### src/rtl/m_render_tiles.sv
// m_render_tiles: walks a tile map RAM and paints palette-coloured tiles into the framebuffer
module m_render_tiles #(
    parameter int SCREEN_W   = 160,
    parameter int MAP_COLS   = 20,
    parameter int MAP_ROWS   = 15,
    parameter int TILE_W     = 8,
    parameter int TILE_H     = 8,
    parameter int TYPE_BITS  = 2,
    parameter int COLOR_BITS = 12,
    parameter int ADDR_BITS  = 15,
    parameter int MAP_ABITS  = 9
) (
    input  logic                                   clock,
    input  logic                                   resetn,
    input  logic                                   enable,
    input  logic                                   mode,
    input  logic [(2**TYPE_BITS)*COLOR_BITS-1:0]   palette,
    output logic                                   wren,
    output logic                                   finished,
    output logic [COLOR_BITS-1:0]                  data,
    output logic [ADDR_BITS-1:0]                   addr,
    output logic [MAP_ABITS-1:0]                   map_addr,
    input  logic [TYPE_BITS:0]                     map_q,
    output logic [TYPE_BITS:0]                     map_data,
    output logic                                   map_wren
);
    localparam int CW  = MAP_COLS > 1 ? $clog2(MAP_COLS) : 1;
    localparam int RW  = MAP_ROWS > 1 ? $clog2(MAP_ROWS) : 1;
    localparam int PXW = TILE_W > 1 ? $clog2(TILE_W) : 1;
    localparam int PYW = TILE_H > 1 ? $clog2(TILE_H) : 1;
    localparam logic [2:0] S_IDLE  = 3'd0;
    localparam logic [2:0] S_FETCH = 3'd1;
    localparam logic [2:0] S_WAIT  = 3'd2;
    localparam logic [2:0] S_LATCH = 3'd3;
    localparam logic [2:0] S_DRAW  = 3'd4;
    localparam logic [2:0] S_CLR   = 3'd5;
    localparam logic [2:0] S_DONE  = 3'd6;

    logic [2:0]           state;
    logic                 mode_r;
    logic [TYPE_BITS-1:0] tile_type;
    logic [CW-1:0]        col;
    logic [RW-1:0]        row;
    logic [PXW-1:0]       px, px_n;
    logic [PYW-1:0]       py, py_n;
    logic                 busy, abort, tile_end, last_tile, adv;

    function automatic logic [ADDR_BITS-1:0] pix(input int r, input int c, input int x, input int y);
        return ADDR_BITS'((r * TILE_H + y) * SCREEN_W + c * TILE_W + x);
    endfunction

    assign busy      = state inside {S_FETCH, S_WAIT, S_LATCH, S_DRAW, S_CLR};
    assign abort     = busy && !enable;
    assign tile_end  = px == PXW'(TILE_W - 1) && py == PYW'(TILE_H - 1);
    assign last_tile = col == CW'(MAP_COLS - 1) && row == RW'(MAP_ROWS - 1);
    assign px_n      = px == PXW'(TILE_W - 1) ? '0 : px + 1'b1;
    assign py_n      = px == PXW'(TILE_W - 1) ? py + 1'b1 : py;
    // a tile is finished when it is skipped as clean, fully drawn in full mode, or its flag is cleared
    assign adv = enable && ((state == S_LATCH && mode_r && !map_q[TYPE_BITS]) ||
                            (state == S_DRAW && tile_end && !mode_r) || state == S_CLR);

    // tile walk, pixel generation and map write-back; all outputs registered
    always_ff @(posedge clock or negedge resetn) begin
        if (!resetn) begin
            state     <= S_IDLE;
            mode_r    <= 1'b0;
            tile_type <= '0;
            col       <= '0;
            row       <= '0;
            px        <= '0;
            py        <= '0;
            wren      <= 1'b0;
            finished  <= 1'b0;
            data      <= '0;
            addr      <= '0;
            map_addr  <= '0;
            map_data  <= '0;
            map_wren  <= 1'b0;
        end else if (abort) begin
            state    <= S_IDLE;
            wren     <= 1'b0;
            map_wren <= 1'b0;
        end else if (adv) begin
            wren     <= 1'b0;
            map_wren <= 1'b0;
            if (last_tile) begin
                state    <= S_DONE;
                finished <= 1'b1;
            end else begin
                state    <= S_FETCH;
                map_addr <= map_addr + 1'b1;
                col      <= col == CW'(MAP_COLS - 1) ? '0 : col + 1'b1;
                row      <= col == CW'(MAP_COLS - 1) ? row + 1'b1 : row;
            end
        end else begin
            case (state)
                S_IDLE: begin
                    wren     <= 1'b0;
                    finished <= 1'b0;
                    if (enable) begin
                        mode_r   <= mode;
                        col      <= '0;
                        row      <= '0;
                        map_addr <= '0;
                        state    <= S_FETCH;
                    end
                end
                S_FETCH: state <= S_WAIT;
                S_WAIT:  state <= S_LATCH;
                S_LATCH: begin
                    tile_type <= map_q[TYPE_BITS-1:0];
                    px        <= '0;
                    py        <= '0;
                    wren      <= 1'b1;
                    data      <= palette[int'(map_q[TYPE_BITS-1:0]) * COLOR_BITS +: COLOR_BITS];
                    addr      <= pix(int'(row), int'(col), 0, 0);
                    state     <= S_DRAW;
                end
                S_DRAW: begin
                    if (tile_end) begin
                        wren     <= 1'b0;
                        map_wren <= 1'b1;
                        map_data <= {1'b0, tile_type};
                        state    <= S_CLR;
                    end else begin
                        px   <= px_n;
                        py   <= py_n;
                        addr <= pix(int'(row), int'(col), int'(px_n), int'(py_n));
                    end
                end
                S_DONE: begin
                    if (!enable) begin
                        finished <= 1'b0;
                        state    <= S_IDLE;
                    end
                end
                default: state <= S_IDLE;
            endcase
        end
    end
endmodule

### config.mk
export PLATFORM = sky130hd
export DESIGN_NAME = m_render_tiles
export DESIGN_NICKNAME = d
export VERILOG_FILES = /design/src/rtl/m_render_tiles.sv
export SDC_FILE = /design/constraint.sdc
export NUM_CORES = 1
export LEC_CHECK = 0
export ABC_AREA = 1
export ABC_CLOCK_PERIOD_IN_PS = 2950
export CAP_MARGIN = 20
export CORE_ASPECT_RATIO = 1.4
export CORE_MARGIN = 4
export CORE_UTILIZATION = 45
export CTS_CLUSTER_DIAMETER = 60
export CTS_CLUSTER_SIZE = 40
export DETAILED_ROUTE_END_ITERATION = 10
export PLACE_DENSITY = 0.88
export REMOVE_ABC_BUFFERS = 1
export SETUP_SLACK_MARGIN = 0.05
export SYNTH_ARGS = -nofsm -noshare
export SYNTH_HDL_FRONTEND = slang
export SYNTH_SLANG_ARGS = --single-unit
export TNS_END_PERCENT = 5
### constraint.sdc
create_clock -name clock -period 2.95 [get_ports clock]
set_clock_uncertainty 0.05 [all_clocks]
set_input_delay 0.4425 -clock clock [delete_from_list [all_inputs] [get_ports clock]]
set_output_delay 0.4425 -clock clock [all_outputs]
set_load 0.1 [all_outputs]
==> metrics.md, run 1 <==
| Metric | Value |
|---|---|
| Post-synth cell types | 39 |
| Largest family of logic cells by synthesized area | simple AND/OR/NAND/NOR gates |
| Max Clk Rate | approximately 330 MHz |
| Critical Path Start Type | flip-flop |
| Simple-gate area share of the yosys netlist | about a third |
| Cells after Synth | between 500 and 600 |
| YS warnings | 0 |
| WP data required | approximately 3100 ps |
| Gpl congestion | around 0.94 |
| Failing checks | negative setup slack |
| Lkg Pwr | about 2.7 nW |
| Power per Cell Area | 871 mW/mm^2 |
| Worst EP arrival | 3170 ps |
| Synth-to-Final Area Change | 38.7% |
| Post-synthesis mux area share | 0% |
| Via count | approximately 4.0k |
| Largest net degree at the start of global routing | 33 |
| DRC | 0 |
| Switch share | 51.6% |
| Main synth FF type | dfrtp_1 |
| Rel. slew slack | about half |
| Ys async rst share | 100% |
| Cell Chain, Critical Path | ha_2, ha_4, nand2_2, o21ai_2, ha_1, ha_4, inv_2, fa_1, nor2_2, nand2_1, nand2_2, nand3_2, nor2_4, inv_1, nand2_1, nand2_1, nand3_2, nand2_2 |
| Number of DRC markers in iteration 0 | between 150 and 200 |
| Worst Hold Class | in2async |
| Place WS | -198 ps |
| Seq cells post-synth | roughly 60 |
| Area after DPL | ~0.0050 mm^2 |
| Mapped Area | 0.00396 mm^2 |
| ANT cells | 0 |
| Input/output buffers | 95 |
| Critical Path Max Stage Delay | 450 ps |
| Global-route wire length before repair | 17,500 um |
| Initial core utilization | 46.2% |
| Post-DRT Antenna Nets | 0 |
| Outcome | finished, violations left |
| Worst-path fanout max | 6 |
| Final worst path period share | 101% |
| Final-report hold violation count | 0 |
| Clock network power share | between 20% and 30% |
| Power Internal | approximately 2.3 mW |
| Non-Filler Instances | 747 |
| Final Critical Period | around 3000 ps |
| Die ar. | 0.0104 mm^2 |
| Layout Utilization | roughly 64% |
| Post-synth EDFFs | 0 |
| Slowest-stage cell, CP | fa_1 |
| Io pins | a little under 100 |
| Dpl hpwl | between 7000 and 8000 um |
| Cells after DPL | between 700 and 800 |
| Worst Max-Slew Pin Slew | approximately 730 ps |
| Critical R2R Launch | addr[1]$_DFFE_PN0P_ |
| Synth Area in Adders | 8.16% |
| End of the worst register-to-register path | addr[12]$_DFFE_PN0P_ |
| Endpoints failing setup | 3 |
| DR vias/cell | about 5.3 |
| Reg2Reg Setup Slack | -40 ps |
| CTS H-tree depth | 3 |
| CTS Sinks | 59 |
| Crit path capture type | flip-flop |
| Setup TNS Final | -75.7 ps |
| Final WL | 10,800 um |
| Routed WL per cell | 14.4 um |
| # rows | 40 |
| Num CTS Buffers | 9 |
| Commonest cells after routing, fill and taps aside | nand2_1, buf_4, dfrtp_1 |
| Final setup margin | -43.0 ps |
| Core area | roughly 0.0086 mm^2 |
| Synth Area in XOR/XNOR | between 3 and 4% |
| Max rail drop VDD | approximately 0.00095 V |
| CTS tree | yes |
| Unrepaired setup endpoints after global routing | yes |
| Total gr overflow | 0 |
| Die X | 87.2 um |
| All-Layer GR Usage | a little over a fifth |
| Clock Latency Late Sink | ~330 ps |
| Reg power frac | about a quarter |
| Finished Cell Area | 0.00548 mm^2 |
| Syn_area_per_cell | approximately 7.6 um^2 |
| Max cap viols | 0 |
| Clk pin slew, worst setup/hold paths | 50 ps |
| Number of global-route vias before repair | a little under 4k |
| Gate power share | 53.4% |
| Initial antenna violation count | 0 |
| Number of hold buffers added after cts | 0 |
| Final nets | between 700 and 800 |
| TritonRoute pass-1 iters | 6 |
| Psw | ~2.5 mW |
| Crit Path Category | reg2reg |
| Compound-Gate Fraction of Synth Area | between 10 and 15% |
| Layout cells sized above 1 | between 20% and 30% |
| CTS Buffer Depth | 2 |
| Reg2Reg Depth | 18 |
| Pins over their slew limit | 0 |
| Die Ht | about 120 um |
| Sequential fraction of the synthesis area | 37.3% |
| Most common cell after layout, fill and taps aside | nand2_1 |
| Root Driver | clkbuf_16 |
## power by group through the flow
stage	clock network [mW]	registers, mW	logic [mW]
floorplan	0	2.35	0.682
global placement	0	1.18	2.44
detailed placement	0	1.19	2.49
CTS	1.05	1.19	2.51
global route	1.09	1.21	2.71
finish	1.04	1.19	2.55
## flip-flops by register name (all words and copies together), names as in the netlist, 2 cells and up
signal and cells:
row 4, addr 15, map_data 2, tile_type 2, col 5, map_addr 9, state 3, data 12
py 3
## repair_timing
action / CTS / global route
cloned: 0 / 0
endpoints found under the setup margin: 5 / 7
buffers inserted: 3 / 5
gates resized for setup: 18 / 20
pin swaps: 10 / 15
## worst max path at each step
| stage | start | end | slack, ps | cells past startpoint |
|---|---|---|---|---|
| finish | addr[1]$_DFFE_PN0P_ | addr[12]$_DFFE_PN0P_ | -40 | 18 |
| global route | addr[1]$_DFFE_PN0P_ | addr[10]$_DFFE_PN0P_ | -150 | 17 |
| CTS | addr[1]$_DFFE_PN0P_ | addr[14]$_DFFE_PN0P_ | 10 | 18 |
| detailed placement | addr[0]$_DFFE_PN0P_ | addr[14]$_DFFE_PN0P_ | -200 | 16 |
| global placement | addr[0]$_DFFE_PN0P_ | addr[12]$_DFFE_PN0P_ | -50 | 17 |
| floorplan | addr[0]$_DFFE_PN0P_ | addr[14]$_DFFE_PN0P_ | -790 | 16 |
## critical path: cells and delay by family, from the launching register on
| kind | cells | cell delay [ps] |
|---|---|---|
| compound gates | 1 | 70 |
| fa+ha+maj | 5 | 1360 |
| buf+inv | 2 | 110 |
| flops | 1 | 380 |
| simple gates | 10 | 910 |
## stage by stage
step           hold WS, ps  power (mW)
2_1_floorplan         96.9        3.04
3_3_place_gp           406        3.62
3_5_place_dp           411        3.68
4_1_cts                142        4.75
5_1_grt                171        5.01
6_report               123        4.78
## layout make-up
class	instances	area, um^2
sequential	59	1480
fill	704	3070
clock buffer	11	243
inverter	53	206
tap	105	131
clock inverter	5	52.6
timing repair buffer	120	1040
multi-input combinational	394	2330
## logic make-up (layout without fill, tap and decap cells)
logic type	count (synthesis)	count (layout)
AND/OR/NAND/NOR	270	270
AO/OA/AOI/OAI	83	83
buffers and inverters	69	189
flip-flops	59	59
adder cells (fa/ha/maj)	24	24
XOR/XNOR	16	16
other	1	1
## synth_stat cells (5+ instances only)
library cell / count / share of area (%)
nand2_1: 143 / 14
xor2_1: 11 / 2.4
nand4_1: 8 / 1.3
nor2_4: 5 / 1.4
clkbuf_1: 9 / 0.85
o21ai_0: 53 / 6.7
a21oi_1: 10 / 1.3
xnor2_1: 5 / 1.1
nand3_1: 38 / 4.8
ha_1: 21 / 6.6
o22ai_1: 13 / 2.1
inv_1: 51 / 4.8
nor2_1: 52 / 4.9
dfrtp_1: 59 / 37
## per-layer routing
metal	vias to the layer above	wire, um	GRT usage, %
met2	183	5720	38.0
met4	0	393	9.21
met5	-	0	0
met3	41	919	7.34
li1	1934	-	-
met1	1831	3730	20.8
(Power assumes the default switching activity.)
==> run 2: changes to the inputs <==
Settings changed: SLEW_MARGIN set to 10.
==> results of run 2 <==
Final layout, timing and power as in run 1 (identical DEF).
==> run 3: changes to the inputs <==
Settings changed: CORE_ASPECT_RATIO 1.4 to not set, GPL_TIMING_DRIVEN set to 0.
==> run 3 against run 2 <==
  * The flow still finishes with violations (negative setup slack)
  * Routed wire length is 5.7% higher
  * Critical path depth is 1 lower
  * Register-to-register slack is essentially flat
  * Sequential share of layout area rose by 0.52 points
  * Clock power down 35%
  * Sequential power barely moved
  * Via count about the same
  * Global-route usage up 0.56 points
  * Sequential cell count did not move
  * Worst setup slack better by 4.6 ps
  * Non-clock buffer count fell by 13
  * Critical path type unchanged
  * Largest power group unchanged
==> metrics.md, run 3 (synthesized netlist as in run 1, its figures left out) <==
| Metric | Value |
|---|---|
| CP most frequent cell | ha_4 |
| Endpoints failing setup | 3 (unchanged) |
| Via count | 3,990 (was 3,989) |
| Clock network power share | 15.1% (was 21.7%) |
| Power per Cell Area | 828 mW/mm^2 (was 871 mW/mm^2) |
| Crit path capture type | flip-flop (unchanged) |
| Finished Cell Area | 0.00538 mm^2 (was 0.00548 mm^2) |
| Total gr overflow | 0 (unchanged) |
| CTS tree | yes (unchanged) |
| Dpl hpwl | 7770 um (was 7890 um) |
| Clk pin slew, worst setup/hold paths | 70 ps (was 50 ps) |
| Commonest cells after routing, fill and taps aside | nand2_1, clkdlybuf4s50_1, dfrtp_1 (was nand2_1, buf_4, dfrtp_1) |
| Setup TNS Final | -63.9 ps (was -75.7 ps) |
| DRC | 0 (unchanged) |
| Max cap viols | 0 (unchanged) |
| Root Driver | clkbuf_8 (was clkbuf_16) |
| Io pins | 97 (unchanged) |
| Slowest-stage cell, CP | fa_2 (was fa_1) |
| Reg2Reg Depth | 17 (was 18) |
| Critical R2R Launch | addr[0]$_DFFE_PN0P_ (was addr[1]$_DFFE_PN0P_) |
| Psw | 2.44 mW (was 2.46 mW) |
| Top flop regs | addr (15), data (12), map_addr (9) (unchanged) |
| TritonRoute pass-1 iters | 5 (was 6) |
| All-Layer GR Usage | 21.5% (was 20.9%) |
| DR vias/cell | 5.44 (was 5.34) |
| Place WS | -638 ps (was -198 ps) |
| Switch share | 54.9% (was 51.6%) |
| Area after DPL | 0.00494 mm^2 (was 0.00496 mm^2) |
| Non-Filler Instances | 734 (was 747) |
| ANT cells | 0 (unchanged) |
| Power Internal | 2.01 mW (was 2.31 mW) |
| Outcome | finished, violations left (unchanged) |
| Filler cells | 680 (was 704) |
| Post-DRT Antenna Nets | 0 (unchanged) |
| Final WL | 11,400 um (was 10,800 um) |
| Num CTS Buffers | 9 (unchanged) |
| CTS Buffer Depth | 2 (unchanged) |
| Synth-to-Final Area Change | 36.0% (was 38.7%) |
| Worst-path fanout max | 7 (was 6) |
| Max rail drop VDD | 0.000691 V (was 0.000951 V) |
| Reg power frac | 26.5% (was 24.9%) |
| Gate power share | 58.4% (was 53.4%) |
| Pins over their slew limit | 0 (unchanged) |
| Critical Path Start Type | flip-flop (unchanged) |
| Hold WS | 115 ps (was 123 ps) |
| Number of global-route vias before repair | 3,841 (was 3,970) |
| Routed WL per cell | 15.5 um (was 14.4 um) |
| Number of hold buffers added after cts | 0 (unchanged) |
| # rows | 33 (was 40) |
| Cell Chain, Critical Path | ha_4, ha_4, xnor2_2, inv_2, ha_4, ha_4, inv_4, fa_2, nor2_2, nand3_1, nand2_2, inv_1, o21ai_0, nand2_2, nand2_1, nand3_1, nand2_1 (was ha_2, ha_4, nand2_2, o21ai_2, ha_1, ha_4, inv_2, fa_1, nor2_2, nand2_1, nand2_2, nand3_2, nor2_4, inv_1, nand2_1, nand2_1, nand3_2, nand2_2) |
| CTS H-tree depth | 3 (unchanged) |
| Clock Latency Late Sink | 340 ps (was 330 ps) |
| Final Critical Period | 2990 ps (about the same) |
| Failing checks | negative setup slack (unchanged) |
| Die Ht | 102 um (was 119 um) |
| WP data required | 3180 ps (was 3120 ps) |
| Die ar. | 0.0104 mm^2 (about the same) |
| Unrepaired setup endpoints after global routing | yes (unchanged) |
| Gpl congestion | 0.888 (was 0.939) |
| Die X | 102 um (was 87.2 um) |
| Worst Max-Slew Pin Slew | 1030 ps (was 731 ps) |
| CP Buf/Inv Count | 3 (was 2) |
| Layout cells sized above 1 | 12.1% (was 20.9%) |
| Final setup margin | -38.3 ps (was -43.0 ps) |
| Lkg Pwr | 2.55 nW (was 2.73 nW) |
| Core area | 0.00838 mm^2 (was 0.00856 mm^2) |
| Rel. slew slack | 31.3% (was 51.3%) |
| Register name with the most flops | addr (unchanged) |
| Critical Path Max Stage Delay | 460 ps (was 450 ps) |
| Initial antenna violation count | 0 (unchanged) |
| Total power | 4.46 mW (was 4.78 mW) |
| Top delay family on crit path | adder cells (unchanged) |
| Reg2Reg Setup Slack | -40 ps (about the same) |
| Cells after DPL | 706 (was 723) |
| Final worst path period share | 101% (about the same) |
| Max Clk Rate | 335 MHz (was 334 MHz) |
| Number of DRC markers in iteration 0 | 284 (was 190) |
| Worst Hold Class | in2async (unchanged) |
| Input/output buffers | 95 (unchanged) |
| Initial core utilization | 47.2% (was 46.2%) |
| CTS Sinks | 59 (unchanged) |
| End of the worst register-to-register path | addr[12]$_DFFE_PN0P_ (unchanged) |
| Layout Utilization | 64.2% (was 64.1%) |
| Largest net degree at the start of global routing | 60 (was 33) |
| Global-route wire length before repair | 17,800 um (was 17,500 um) |
| Number of flip-flops in the largest register | 15 (unchanged) |
| Worst EP arrival | 3220 ps (was 3170 ps) |
| Crit Path Category | reg2reg (unchanged) |
| Final nets | 703 (was 716) |
| Final-report hold violation count | 0 (unchanged) |
| Most common cell after layout, fill and taps aside | nand2_1 (unchanged) |
[run 3: changes by cell type in the layout (fill, tap and decap cells not counted), sizes merged]
| cell | change |
|---|---|
| buf | -54 |
| clkdlybuf4s50 | +41 |
| clkinvlp | +3 |
| clkinv | -2 |
| bufinv | -1 |
[run 3: layer usage]
metal  GRT usage (%)  share of wire, %  vias to the layer above
li1                -                 -                     1912
met1            26.4                41                     1887
met2            37.6                50                      144
met3            2.89               4.9                       47
met4            9.41               4.4                        0
met5               0                 0                        -
[run 3: final cells by class]
type	instances	area [um^2]	share of cell area, %
well taps	105	131	2.44
clock inverters	5	38.8	0.721
clock buffers	11	141	2.63
flip-flops and latches	59	1480	27.4
multi-input cells	394	2340	43.6
inverters	53	209	3.88
repair buffers	107	1040	19.3
[run 3: how the worst max path moves through the flow]
stage	start	endpoint	cells past startpoint
after floorplan	addr[0]$_DFFE_PN0P_	addr[14]$_DFFE_PN0P_	16
after global placement	addr[0]$_DFFE_PN0P_	addr[14]$_DFFE_PN0P_	16
after detailed placement	addr[0]$_DFFE_PN0P_	addr[14]$_DFFE_PN0P_	16
after CTS	addr[0]$_DFFE_PN0P_	addr[14]$_DFFE_PN0P_	17
after global routing	addr[0]$_DFFE_PN0P_	addr[14]$_DFFE_PN0P_	17
final	addr[0]$_DFFE_PN0P_	addr[12]$_DFFE_PN0P_	17
[run 3: power by group through the flow]
stage               clock [mW]  combinational (mW)  sequential, mW
floorplan                    0               0.682            2.35
global placement             0                2.45            1.18
detailed placement           0                2.50            1.19
CTS                      0.685                2.56            1.18
global route             0.722                2.74            1.21
finish                   0.673                2.60            1.18
[run 3: timing repair]
item | 4_1_cts | 5_1_grt
endpoints found under the setup margin | 6 | 5
pin swaps | 9 | 12
buffers inserted | 6 | 6
gates resized for setup | 20 | 16
endpoints found under the hold margin | 0 | 0
